## src/rtl/spi_flash_pkg.sv

```systemverilog
`default_nettype none
// +------------------------------------------------------------------+
// | Package     : spi_flash_pkg                                      |
// | Description : Opcodes, FSM state encoding and dummy-cycle count  |
// |               shared by the SPI flash responder.                 |
// | Revision    : 1.0 - initial release                              |
// +------------------------------------------------------------------+
package spi_flash_pkg;

  localparam logic [7:0] SPI_FLASH_CMD_READ      = 8'h03;
  localparam logic [7:0] SPI_FLASH_CMD_FAST_READ = 8'h0B;

  // SCK cycles between the last address bit and the first data bit of FAST_READ
  localparam int SPI_FLASH_DUMMY_CYCLES = 8;

  typedef enum logic [2:0] {
    ST_IDLE   = 3'd0,
    ST_CMD    = 3'd1,
    ST_ADDR   = 3'd2,
    ST_DUMMY  = 3'd3,
    ST_DATA   = 3'd4,
    ST_IGNORE = 3'd5
  } spi_flash_state_e;

endpackage
`default_nettype wire

```

## src/rtl/spi_sync_edge.sv

```systemverilog
`default_nettype none
// +------------------------------------------------------------------+
// | Module      : spi_sync_edge                                      |
// | Description : Multi-stage synchronizer for one asynchronous pin, |
// |               with registered rise/fall pulses. Pulses appear    |
// |               SYNC_STAGES+1 cycles after the pin edge.           |
// | Revision    : 1.0 - initial release                              |
// +------------------------------------------------------------------+
module spi_sync_edge #(
  parameter int   SYNC_STAGES = 2,
  parameter logic RESET_VAL   = 1'b0
) (
  input  logic clk,
  input  logic reset,
  input  logic data_in,
  output logic level_out,
  output logic rise_out,
  output logic fall_out
);

  logic [SYNC_STAGES-1:0] r_sync;
  logic                   r_prev;
  logic                   r_rise;
  logic                   r_fall;
  logic                   w_level;

  assign w_level = r_sync[SYNC_STAGES-1];

  // Shift the pin through the synchronizer and register one-cycle edge pulses
  always_ff @(posedge clk) begin
    if (reset) begin
      r_sync <= {SYNC_STAGES{RESET_VAL}};
      r_prev <= RESET_VAL;
      r_rise <= 1'b0;
      r_fall <= 1'b0;
    end else begin
      r_sync <= {r_sync[SYNC_STAGES-2:0], data_in};
      r_prev <= w_level;
      r_rise <= w_level & ~r_prev;
      r_fall <= ~w_level & r_prev;
    end
  end

  assign level_out = w_level;
  assign rise_out  = r_rise;
  assign fall_out  = r_fall;

endmodule
`default_nettype wire

```

## src/rtl/spi_flash_responder.sv

```systemverilog
`default_nettype none
// +------------------------------------------------------------------+
// | Module      : spi_flash_responder                                |
// | Description : SPI mode-0 target emulating a serial NOR flash     |
// |               READ (0x03), streaming bytes from a byte memory.   |
// |               SCK/CSN/MOSI are oversampled in the clk domain.    |
// | Options     : SPI_FLASH_RESPONDER_FAST_READ_EN - also accept     |
// |               FAST_READ (0x0B) with 8 dummy SCK cycles.          |
// | Revision    : 1.0 - initial release                              |
// +------------------------------------------------------------------+
module spi_flash_responder
  import spi_flash_pkg::*;
#(
  parameter int ADDR_WIDTH  = 16,
  parameter int SYNC_STAGES = 2
) (
  input  logic                  clk,
  input  logic                  reset,
  input  logic                  spi_clk_in,
  input  logic                  spi_csn_in,
  input  logic                  spi_mosi_in,
  output logic                  spi_miso_out,
  output logic                  spi_miso_en,
  output logic [ADDR_WIDTH-1:0] mem_addr_out,
  output logic                  mem_read_out,
  input  logic [7:0]            mem_data_in,
  output logic                  busy_out,
  output logic                  cmd_error_out
);

  // Synchronized pins and SCK edge pulses
  logic w_sck_level, w_sck_rise, w_sck_fall;
  logic w_csn, w_csn_rise, w_csn_fall;
  logic w_mosi, w_mosi_rise, w_mosi_fall;

  spi_sync_edge #(.SYNC_STAGES(SYNC_STAGES), .RESET_VAL(1'b0)) u_sync_sck (
    .clk(clk), .reset(reset), .data_in(spi_clk_in),
    .level_out(w_sck_level), .rise_out(w_sck_rise), .fall_out(w_sck_fall)
  );

  spi_sync_edge #(.SYNC_STAGES(SYNC_STAGES), .RESET_VAL(1'b1)) u_sync_csn (
    .clk(clk), .reset(reset), .data_in(spi_csn_in),
    .level_out(w_csn), .rise_out(w_csn_rise), .fall_out(w_csn_fall)
  );

  spi_sync_edge #(.SYNC_STAGES(SYNC_STAGES), .RESET_VAL(1'b0)) u_sync_mosi (
    .clk(clk), .reset(reset), .data_in(spi_mosi_in),
    .level_out(w_mosi), .rise_out(w_mosi_rise), .fall_out(w_mosi_fall)
  );

  spi_flash_state_e      r_state, w_state_next;
  logic [4:0]            r_bit_cnt;
  logic [22:0]           r_shift_in;
  logic [23:0]           w_shift_next;
  logic [ADDR_WIDTH-1:0] r_addr;
  logic                  r_mem_read;
  logic                  r_rd_pend;
  logic [7:0]            r_next_byte;
  logic                  r_load_pend;
  logic [7:0]            r_tx_shift;
  logic                  r_miso;
  logic                  r_cmd_err;
  logic                  r_fast;
  logic                  w_is_fast;
  logic                  w_cmd_err;
  logic                  w_fetch_first;
  logic                  w_fetch_next;
  logic                  w_unused;

  // Bits seen on MOSI so far, including the one being sampled this cycle
  assign w_shift_next = {r_shift_in, w_mosi};

  // Only the SCK edges, the CSN level and the MOSI level are needed
  assign w_unused = ^{w_sck_level, w_csn_rise, w_csn_fall,
                      w_mosi_rise, w_mosi_fall, w_shift_next[23]};

  // State register
  always_ff @(posedge clk) begin
    if (reset) begin
      r_state <= ST_IDLE;
    end else begin
      r_state <= w_state_next;
    end
  end

  // Next-state logic plus one-cycle strobes for opcode errors and memory fetches
  always_comb begin
    w_state_next  = r_state;
    w_cmd_err     = 1'b0;
    w_fetch_first = 1'b0;
    w_fetch_next  = 1'b0;
    w_is_fast     = 1'b0;
`ifdef SPI_FLASH_RESPONDER_FAST_READ_EN
    w_is_fast     = (w_shift_next[7:0] == SPI_FLASH_CMD_FAST_READ);
`endif
    if (w_csn) begin
      w_state_next = ST_IDLE;
    end else begin
      case (r_state)
        ST_IDLE: w_state_next = ST_CMD;
        ST_CMD: begin
          if (w_sck_rise && r_bit_cnt == 5'd7) begin
            if (w_shift_next[7:0] == SPI_FLASH_CMD_READ || w_is_fast) begin
              w_state_next = ST_ADDR;
            end else begin
              w_state_next = ST_IGNORE;
              w_cmd_err    = 1'b1;
            end
          end
        end
        ST_ADDR: begin
          if (w_sck_rise && r_bit_cnt == 5'd23) begin
            w_fetch_first = 1'b1;
            w_state_next  = r_fast ? ST_DUMMY : ST_DATA;
          end
        end
        ST_DUMMY: begin
          if (w_sck_rise && r_bit_cnt == 5'(SPI_FLASH_DUMMY_CYCLES - 1)) begin
            w_state_next = ST_DATA;
          end
        end
        ST_DATA: begin
          // The initiator samples bit 0 here, so fetch the following byte
          if (w_sck_rise && r_bit_cnt == 5'd7) begin
            w_fetch_next = 1'b1;
          end
        end
        ST_IGNORE: w_state_next = ST_IGNORE;
        default:   w_state_next = ST_IDLE;
      endcase
    end
  end

  // Bit counter restarts on every phase change and after each data byte
  always_ff @(posedge clk) begin
    if (reset) begin
      r_bit_cnt <= 5'd0;
    end else if (w_csn || r_state == ST_IDLE) begin
      r_bit_cnt <= 5'd0;
    end else if (w_sck_rise) begin
      if (w_state_next != r_state || (r_state == ST_DATA && r_bit_cnt == 5'd7)) begin
        r_bit_cnt <= 5'd0;
      end else begin
        r_bit_cnt <= r_bit_cnt + 5'd1;
      end
    end
  end

  // Command/address shifter, address pointer, memory handshake and TX shifter
  always_ff @(posedge clk) begin
    if (reset) begin
      r_shift_in  <= 23'd0;
      r_addr      <= '0;
      r_mem_read  <= 1'b0;
      r_rd_pend   <= 1'b0;
      r_next_byte <= 8'd0;
      r_load_pend <= 1'b0;
      r_tx_shift  <= 8'd0;
      r_miso      <= 1'b0;
      r_cmd_err   <= 1'b0;
      r_fast      <= 1'b0;
    end else begin
      r_mem_read <= w_fetch_first | w_fetch_next;
      r_cmd_err  <= w_cmd_err;

      if (w_sck_rise && (r_state == ST_CMD || r_state == ST_ADDR)) begin
        r_shift_in <= w_shift_next[22:0];
      end

      if (r_state == ST_CMD && w_sck_rise) begin
        r_fast <= w_is_fast;
      end

      if (w_fetch_first) begin
        r_addr <= w_shift_next[ADDR_WIDTH-1:0];
      end else if (w_fetch_next) begin
        r_addr <= r_addr + ADDR_WIDTH'(1);
      end

      if (r_rd_pend) begin
        r_next_byte <= mem_data_in;
      end

      if (w_csn) begin
        // Deselect drops any fetched-but-unsent byte and quiets MISO
        r_rd_pend   <= 1'b0;
        r_load_pend <= 1'b0;
        r_miso      <= 1'b0;
      end else begin
        r_rd_pend <= r_mem_read;
        if (w_fetch_first || w_fetch_next) begin
          r_load_pend <= 1'b1;
        end else if (r_state == ST_DATA && w_sck_fall) begin
          r_load_pend <= 1'b0;
        end

        if (r_state == ST_DATA && w_sck_fall) begin
          if (r_load_pend) begin
            r_miso     <= r_next_byte[7];
            r_tx_shift <= {r_next_byte[6:0], 1'b0};
          end else begin
            r_miso     <= r_tx_shift[7];
            r_tx_shift <= {r_tx_shift[6:0], 1'b0};
          end
        end
      end
    end
  end

  assign spi_miso_out  = r_miso;
  assign spi_miso_en   = (r_state == ST_DATA);
  assign mem_addr_out  = r_addr;
  assign mem_read_out  = r_mem_read;
  assign busy_out      = (r_state != ST_IDLE);
  assign cmd_error_out = r_cmd_err;

endmodule
`default_nettype wire

```

## config.mk

```make
export PLATFORM = sky130hd
export DESIGN_NAME = spi_flash_responder
export DESIGN_NICKNAME = d
export VERILOG_FILES = /design/src/rtl/spi_flash_pkg.sv /design/src/rtl/spi_sync_edge.sv /design/src/rtl/spi_flash_responder.sv
export SDC_FILE = /design/constraint.sdc
export NUM_CORES = 1
export LEC_CHECK = 0
export ABC_AREA = 0
export CELL_PAD_IN_SITES_DETAIL_PLACEMENT = 1
export CELL_PAD_IN_SITES_GLOBAL_PLACEMENT = 2
export CORE_AREA = 2 2 100 102
export CTS_BUF_LIST = sky130_fd_sc_hd__clkbuf_4
export CTS_CLUSTER_SIZE = 12
export DETAILED_ROUTE_END_ITERATION = 7
export DIE_AREA = 0 0 102 104
export HOLD_SLACK_MARGIN = 0.05
export PLACE_DENSITY_LB_ADDON = 0.1
export SKIP_LAST_GASP = 1
export SLEW_MARGIN = 10
export SYNTH_ARGS = -nofsm -noshare
export SYNTH_HDL_FRONTEND = slang
export SYNTH_SLANG_ARGS = --single-unit
```

## constraint.sdc

```tcl
create_clock -name clk -period 1.7 [get_ports clk]
set_clock_uncertainty 0.05 [all_clocks]
set_input_delay 0.255 -clock clk [delete_from_list [all_inputs] [get_ports clk]]
set_output_delay 0.255 -clock clk [all_outputs]
set_load 0.1 [all_outputs]
```

* Word-level counts from Yosys, hierarchy flattened
Cells that the tools add are included.
Storage, ports and cells: bits in registers 69, bits of input ports 13, output and inout port bits 21, word-level logic and storage cells 73
Operators by class: add/subtract/negate cells 2, equal/unequal tests 9, multiplexer cells 20, bitwise operators 8, reductions and logical operators 17
Operators with widths (number):
- 16-bit two-way mux | 2
- 3-bit one-hot mux with 6 select lines | 1
- 16-bit by 1-bit adder with 16-bit output, second input constant | 1
- 3-bit two-way mux | 5
- 1-bit two-way mux | 10
- 8-bit by 2-bit equality test with 1-bit output, second input constant | 1
- 8-bit two-way mux | 1
- 3-bit by 2-bit equality test with 1-bit output, second input constant | 2
- 3-bit equality test, second input constant | 2
- 5-bit by 1-bit adder with 5-bit output, second input constant | 1
- 5-bit by 3-bit equality test with 1-bit output, second input constant | 1
- 5-bit equality test, second input constant | 1
- 1-bit logical AND | 5
- 5-bit two-way mux | 1
- 1-bit inverter | 5
- 1-bit logical OR | 4
- 2-bit nonzero test | 2
- 2-bit OR reduction | 2
- 4-bit OR reduction | 1
- 3-bit by 1-bit equality test with 1-bit output, second input constant | 1
- 3-bit zero test | 1
- 3-bit != test | 1
- 3-bit nonzero test | 1
- 1-bit AND | 2
- 2 further kinds | 2

* Longest topological paths before layout
Gate-level depths: netlist of the first run.
depth after elaboration 8, depth in mapped cells 8, mapped depth without buffers 6

* Hierarchy
From an unflattened synthesis of the first run, not the netlist that was laid out.
Second synthesis, totals: cells, all modules 340, area, all modules 3150.5 um^2
Modules (own cells, without submodules):
- spi_flash_responder | times used 1, cells an instance 310, area an instance 2748.9 um^2, sequential area each 1181.1 um^2
- spi_sync_edge | times used 3, cells an instance 10, area an instance 133.9 um^2, sequential area each 100.1 um^2

* Worst setup path before layout of the first run
No wires, ideal clock.
path kind reg-to-output, from register r_state[0], to output spi_miso_en, data arrival time 2.597 ns, setup slack -1.202 ns, cell stages (with the launch flop) 3, buffers on the path 1, cell sequence dfxtp_1 -> clkbuf_1 -> nor3_1
Between the ends: cells in the longest elaborated chain, start to end 1
RTL lines:
- start: declaration | line spi_flash_responder.sv:51 | spi_flash_state_e r_state, w_state_next;
- start signal: assignment | line spi_flash_responder.sv:82 | r_state <= w_state_next;
- 3-bit equality test | line spi_flash_responder.sv:211 | assign spi_miso_en = (r_state == ST_DATA);
- end: declaration | line spi_flash_responder.sv:23 | output logic spi_miso_en,
No other way between the ends.

* Worst setup path in the final report of the first run
from register r_state[0], to register r_addr[11], in the netlist mem_addr_out[11]
Between the ends: cells in the longest elaborated chain, start to end 4, elaborated cells on any way between the ends 8
RTL lines:
- 3-bit by 2-bit equality test with 1-bit output or 3-bit equality test (tied branches) | line spi_flash_responder.sv:99 | case (r_state)
- 1-bit two-way mux | line spi_flash_responder.sv:99
- 1-bit two-way mux | line spi_flash_responder.sv:96 | if (w_csn) begin
- 16-bit two-way mux or 2-bit nonzero test (tied branches)
- end signal: assignment | line spi_flash_responder.sv:175 | r_addr <= w_shift_next[ADDR_WIDTH-1:0];
- end signal: assignment | line spi_flash_responder.sv:177 | r_addr <= r_addr + ADDR_WIDTH'(1);
- end: declaration | line spi_flash_responder.sv:55 | logic [ADDR_WIDTH-1:0] r_addr;
Parallel ways exist; a longest one is shown, timed or not. A chain may end at the register's enable or synchronous reset.

==> impl_metrics.ini, run 1 <==
[min_path]
worstHoldStart = reset
worstHoldEndpoint = mem_read_out
hold_depth = 2
worst_hold_path_type = in2reg

[clocking]
htreeDepth = 3
cts_tree = built
cts.sinks = 68
root_buffer = clkbuf_4
clk_latency_ps = 410
cts_buffers = 9
cts.clk_slew.worst_paths_ps = 120
cts.path.max_buffers = 2

[floorplan]
core_area_mm2 = 0.00955
num_io_pins = 34
chipHeight_um = 104
initial_utilization = 0.310
dieWidth_um = 102
dieArea_mm2 = 0.0106
rows = 36

[worst_setup_path]
cp-end-kind = flip-flop
reg2reg_setup_slack_ps = -210
critPathLaunchType = flip-flop
critical_path_class = reg2reg
regToRegStartpoint = r_state[0]
timing.rr.end = mem_addr_out[11]
crit_required_ps = 1990
reg2reg_depth = 6
cp_max_fo = 5
cp.arrival_ps = 2210

[yosys]
synth-xor-area-share = 0.0385
syn_inst = 317
postSynth.asyncResetShare = 0
synth_top_family_by_area = simple AND/OR/NAND/NOR gates
synthDistinctLibCells = 50
syn_area_mm2 = 0.00296
synth_compound_area_frac = 0.102
synthFlopType = dfxtp_1
yosysWarnings = 0
synth-edff-count = 0
yosys.area_share.simple = 0.238
yosys.area_share.adder = 0.00846
muxShareOfSynthArea = 0.119
synth.avg_cell_area_um2 = 9.33
ys_seq_area_frac = 0.460
synthesis.nets = 332
synth-seq-cells = 68

[route]
first_pass_iters = 4
drc_errors = 0
avgViaCountPerCell = 4.71
totalWireLength_mm = 7.97
drt_iter0_drc = 57
post_drt_wl_per_cell_um = 14.8
dr_total_vias = 2541
drt.antenna.violating_nets = 0

[timing]
rsz0062_at_grt = true
clock.fmax_mhz = 523
setup_violations = 24
finalCritPeriodShare = 1.13
finalCriticalPeriod_ps = 1910
worstMarginPinSlew_ps = 523
setup_slack_ps = -213
slew_headroom = 0.651
drv_slew = 0
hold_slack_ps = 82.6
hold_viol = 0

[status]
violations = setup timing
status = finished, violations left

[power_and_ir_drop]
p_leak_nw = 1.74
p_int_mw = 1.93
swShare = 0.255
power_density_mw_per_mm2 = 576
max-vdd-ir-drop_mv = 0.419
p_seq_frac = 0.613
combPwrFrac = 0.039
pwr-share-clk = 0.347
switchingPower_mw = 0.660

[placed_design]
gp_congestion = 0.768
portBuffers = 33
preCtsSetupSlack_ps = -254
post-dp-hpwl_mm = 5.85

[grt]
overflow = 0
grt_max_degree = 21
grt_pass1_wl_mm = 13.1
antenna_found_initial = 0
track_usage = 0.158
grt_pass1_vias = 2657

[finish]
layout-drive-gt1-share = 0.433
fin_nets = 416
diodes = 0
fillers = 1097
area_growth_pct = 51.8
layout_common_cells = 53 x nor2_1, 45 x dfxtp_1, 43 x buf_4
mostFrequentLayoutCell = nor2_1
multi_input_area_mm2 = 0.00172
regArea_mm2 = 0.00142

[run]
maxCapViolations = 0
## sequential cells by signal, summed over array words and instances (netlist names)
register and cells:
cmd_error_out 1, mem_addr_out 16, mem_read_out 1, r_bit_cnt 5, r_load_pend 1, r_next_byte 8, r_rd_pend 1, r_shift_in 15
r_state 3, r_tx_shift 7, spi_miso_out 1, u_sync_csn.r_sync 2, u_sync_mosi.r_sync 2, u_sync_sck.fall_out 1, u_sync_sck.r_prev 1, u_sync_sck.r_sync 2
u_sync_sck.rise_out 1
## power groups by stage
stage / clock network [mW] / logic (mW) / registers, mW
2_1_floorplan: 0 / 0.0427 / 1.62
4_1_cts: 0.946 / 0.0968 / 1.59
6_report: 0.899 / 0.101 / 1.59
3_5_place_dp: 0 / 0.0950 / 1.62
5_1_grt: 1.01 / 0.109 / 1.59
3_3_place_gp: 0 / 0.0955 / 1.62
## synthesized netlist by cell type, drive strengths merged, types with 4 or more instances
library cell / count / area, um^2
dfxtp: 68 / 1360
nor2: 56 / 210
mux2i: 31 / 310
nand2: 17 / 63.8
a21oi: 15 / 78.8
a211oi: 13 / 108
buf: 11 / 56.3
nand3: 11 / 55.1
xor2: 11 / 96.3
clkbuf: 10 / 37.5
nor3: 8 / 50.1
nand4: 6 / 37.5
nor2b: 6 / 37.5
o21ai: 6 / 30.0
or2: 6 / 37.5
nor4: 5 / 61.3
and4: 4 / 35.0
## critical path, cell delays in order, from the launching register on
cell     delay (ps)
dfxtp_2         340
or4b_4          590
nor4_4          180
buf_6           180
nand3_2          90
mux2_4          320
nor3_4          100
## through the flow
step	area (um^2)	power [mW]	util	instances	TNS (ps)
floorplan	3090	1.67	-	317	-2430
global placement	4070	1.72	0.426	514	-3360
detailed placement	4070	1.72	0.426	514	-4170
CTS	4320	2.63	0.452	536	-3170
global route	4490	2.71	0.470	539	-5000
finish	4490	2.59	0.470	539	-2860
## timing repair
action | 4_1_cts | 5_1_grt
buffers inserted | 7 | 4
endpoints found under the setup margin | 27 | 29
hold buffers | 0 | 0
pin swaps | 20 | 18
resized for setup | 26 | 36
cloned | 0 | 0
## cell type report
type	instances	share of cell area
Multi-Input combinational cell	226	0.382
Sequential cell	68	0.316
Timing Repair Buffer	94	0.237
Tap cell	133	0.0371
Clock buffer	9	0.0151
Clock inverter	7	0.00976
Inverter	2	0.00251
## cells by family (layout without fill, tap and decap cells)
group / count (synthesis) / count (layout)
compound gates: 44 / 44
flops: 68 / 68
simple gates: 133 / 133
fa+ha+maj: 2 / 2
xor+xnor: 13 / 13
mux: 34 / 34
buf+inv: 23 / 112
## metal layers
layer	track usage	up-vias	part of all wire
li1	-	1285	-
met5	0	-	0
met4	0.0629	0	0.0083
met2	0.263	33	0.51
met1	0.199	1219	0.46
met3	0.0302	4	0.023
## how the worst max path moves through the flow
stage                  start                to  slack (ps)  depth (start not counted)
3_5_place_dp    r_bit_cnt[1]      r_bit_cnt[0]        -250                          8
6_report          r_state[0]  mem_addr_out[11]        -210                          6
3_3_place_gp    r_bit_cnt[1]      r_bit_cnt[1]        -200                          8
4_1_cts        r_shift_in[6]      r_bit_cnt[0]        -190                          6
2_1_floorplan     r_state[2]   mem_addr_out[3]        -170                          7
5_1_grt        r_shift_in[0]      r_bit_cnt[0]        -270                          6
(Power assumes the default switching activity.)
==> run 2: changes to the inputs <==
--- a/config.mk
+++ b/config.mk
@@ -14,7 +14,8 @@
 export DETAILED_ROUTE_END_ITERATION = 7
 export DIE_AREA = 0 0 102 104
 export HOLD_SLACK_MARGIN = 0.05
-export PLACE_DENSITY_LB_ADDON = 0.1
+export PLACE_DENSITY = 0.86
+export SKIP_CTS_REPAIR_TIMING = 1
 export SKIP_LAST_GASP = 1
 export SLEW_MARGIN = 10
 export SYNTH_ARGS = -nofsm -noshare
==> run 2 against run 1 <==
Compared with the run above: the run still ends with setup timing left; combinational power about the same; sequential power barely moved; critical path depth shrank 1; routed wire length is 16% higher; critical endpoint is now mem_addr_out[5].
==> impl_metrics.ini, run 2 (same netlist as run 1, synthesis figures left out) <==
[status]
status = finished, violations left
violations = setup timing

[timing]
finalCriticalPeriod_ps = 2100
rsz0062_at_grt = true
slew_headroom = 0.681
tns_ps = -5590
setup_slack_ps = -398
drv_slew = 0
setup_violations = 29
worstMarginPinSlew_ps = 478
clock.fmax_mhz = 477
finalCritPeriodShare = 1.23
hold_viol = 0

[route]
first_pass_iters = 4
dr_total_vias = 2745
drt.antenna.violating_nets = 0
drc_errors = 0
totalWireLength_mm = 9.25
avgViaCountPerCell = 5.02
drt_iter0_drc = 114
post_drt_wl_per_cell_um = 16.9

[worst_setup_path]
path_buf_inv = 0
path_cells = or4b_4 > nor4_4 > nand2_1 > xor2_1 > a211oi_1
cp.arrival_ps = 2360
max_stage_delay_ps = 580
cp-end-kind = flip-flop
crit_slowest_cell = or4b_4
critical_path_class = reg2reg
crit_required_ps = 1970
crit_family = simple AND/OR/NAND/NOR gates
cp_max_fo = 5
critPathLaunchType = flip-flop

[power_and_ir_drop]
p_seq_frac = 0.566
p_int_mw = 2.09
power.total_mw = 2.81
switchingPower_mw = 0.717
swShare = 0.256
combPwrFrac = 0.037
p_leak_nw = 1.75
power_density_mw_per_mm2 = 619
pwr-share-clk = 0.397
max-vdd-ir-drop_mv = 0.284

[finish]
postLayoutCoreUtil = 0.475
fillers = 1095
diodes = 0
fin_cells = 547
largest_reg_flops = 16
fin_area_mm2 = 0.00453
area_growth_pct = 53.3
layout_common_cells = 54 x nor2_1, 54 x buf_4, 44 x dfxtp_1
fin_nets = 424
layout-drive-gt1-share = 0.415

[clocking]
cts_tree = built
cts.clk_slew.worst_paths_ps = 130
cts.sinks = 68
cts.path.max_buffers = 2
root_buffer = clkbuf_4
htreeDepth = 3
clk_latency_ps = 430
cts_buffers = 9

[placed_design]
place_area_mm2 = 0.00405
gp_congestion = 0.822
post-dp-hpwl_mm = 5.80
dp.cells = 511
portBuffers = 33

[floorplan]
dieArea_mm2 = 0.0106
core_area_mm2 = 0.00955
chipHeight_um = 104
initial_utilization = 0.310
num_io_pins = 34
rows = 36
dieWidth_um = 102

[grt]
grt_pass1_vias = 2720
grt_pass1_wl_mm = 13.0
overflow = 0
track_usage = 0.154
antenna_found_initial = 0
grt_max_degree = 32

[run]
maxCapViolations = 0

[min_path]
worst_hold_path_type = in2reg
## run 2: metrics by stage
stage          setup WS, ps  hold slack, ps
2_1_floorplan          -171             284
3_3_place_gp           -177             343
3_5_place_dp           -233             361
4_1_cts                -258            55.8
5_1_grt                -569            56.0
6_report               -398            71.0
## run 2: area by class of cell
type                       instances  area [um^2]  share of cell area
timing repair buffer             102         1130               0.249
sequential                        68         1420               0.313
multi-input combinational        226         1660               0.367
clock inverter                     7         76.3              0.0168
tap                              133          166              0.0367
inverter                           2         11.3             0.00248
clock buffer                       9         67.6              0.0149
## run 2: routing by layer
| layer | vias to the layer above | wire length, um | GRT usage |
|---|---|---|---|
| met5 | - | 0 | 0 |
| met1 | 1356 | 3970 | 0.195 |
| met4 | 0 | 293 | 0.0514 |
| li1 | 1309 | - | - |
| met2 | 54 | 4690 | 0.258 |
| met3 | 26 | 296 | 0.0336 |
## run 2: worst paths after layout
path	slack, ps	end	cells past startpoint	from
worst max-delay path	-400	mem_addr_out[5]	5	u_sync_csn.r_sync[1]
worst min-delay path	70	mem_read_out	2	reset
worst max register to register	-400	mem_addr_out[5]	5	u_sync_csn.r_sync[1]
worst min register to register	380	u_sync_sck.fall_out	1	u_sync_sck.r_sync[1]
## run 2: power by group through the flow
stage,Combinational [mW],Sequential (mW),Clock [mW]
after floorplan,0.0427,1.62,0
after global placement,0.0934,1.62,0
final,0.103,1.59,1.11
after CTS,0.0948,1.59,1.13
after global routing,0.110,1.59,1.22
after detailed placement,0.0942,1.62,0
## run 2: worst reg2reg max path: cells and delay by family, from the launching register on
kind,cells,cell delay [ps]
compound gates,1,290
flops,1,350
simple gates,3,1120
xor+xnor,1,180
==> run 3: changes to the inputs <==
--- a/config.mk
+++ b/config.mk
@@ -10,7 +10,6 @@
 export CELL_PAD_IN_SITES_GLOBAL_PLACEMENT = 2
 export CORE_AREA = 2 2 100 102
 export CTS_BUF_LIST = sky130_fd_sc_hd__clkbuf_4
-export CTS_CLUSTER_SIZE = 12
 export DETAILED_ROUTE_END_ITERATION = 7
 export DIE_AREA = 0 0 102 104
 export HOLD_SLACK_MARGIN = 0.05
==> results of run 3 <==
Final layout, timing and power as in run 2 (identical DEF).
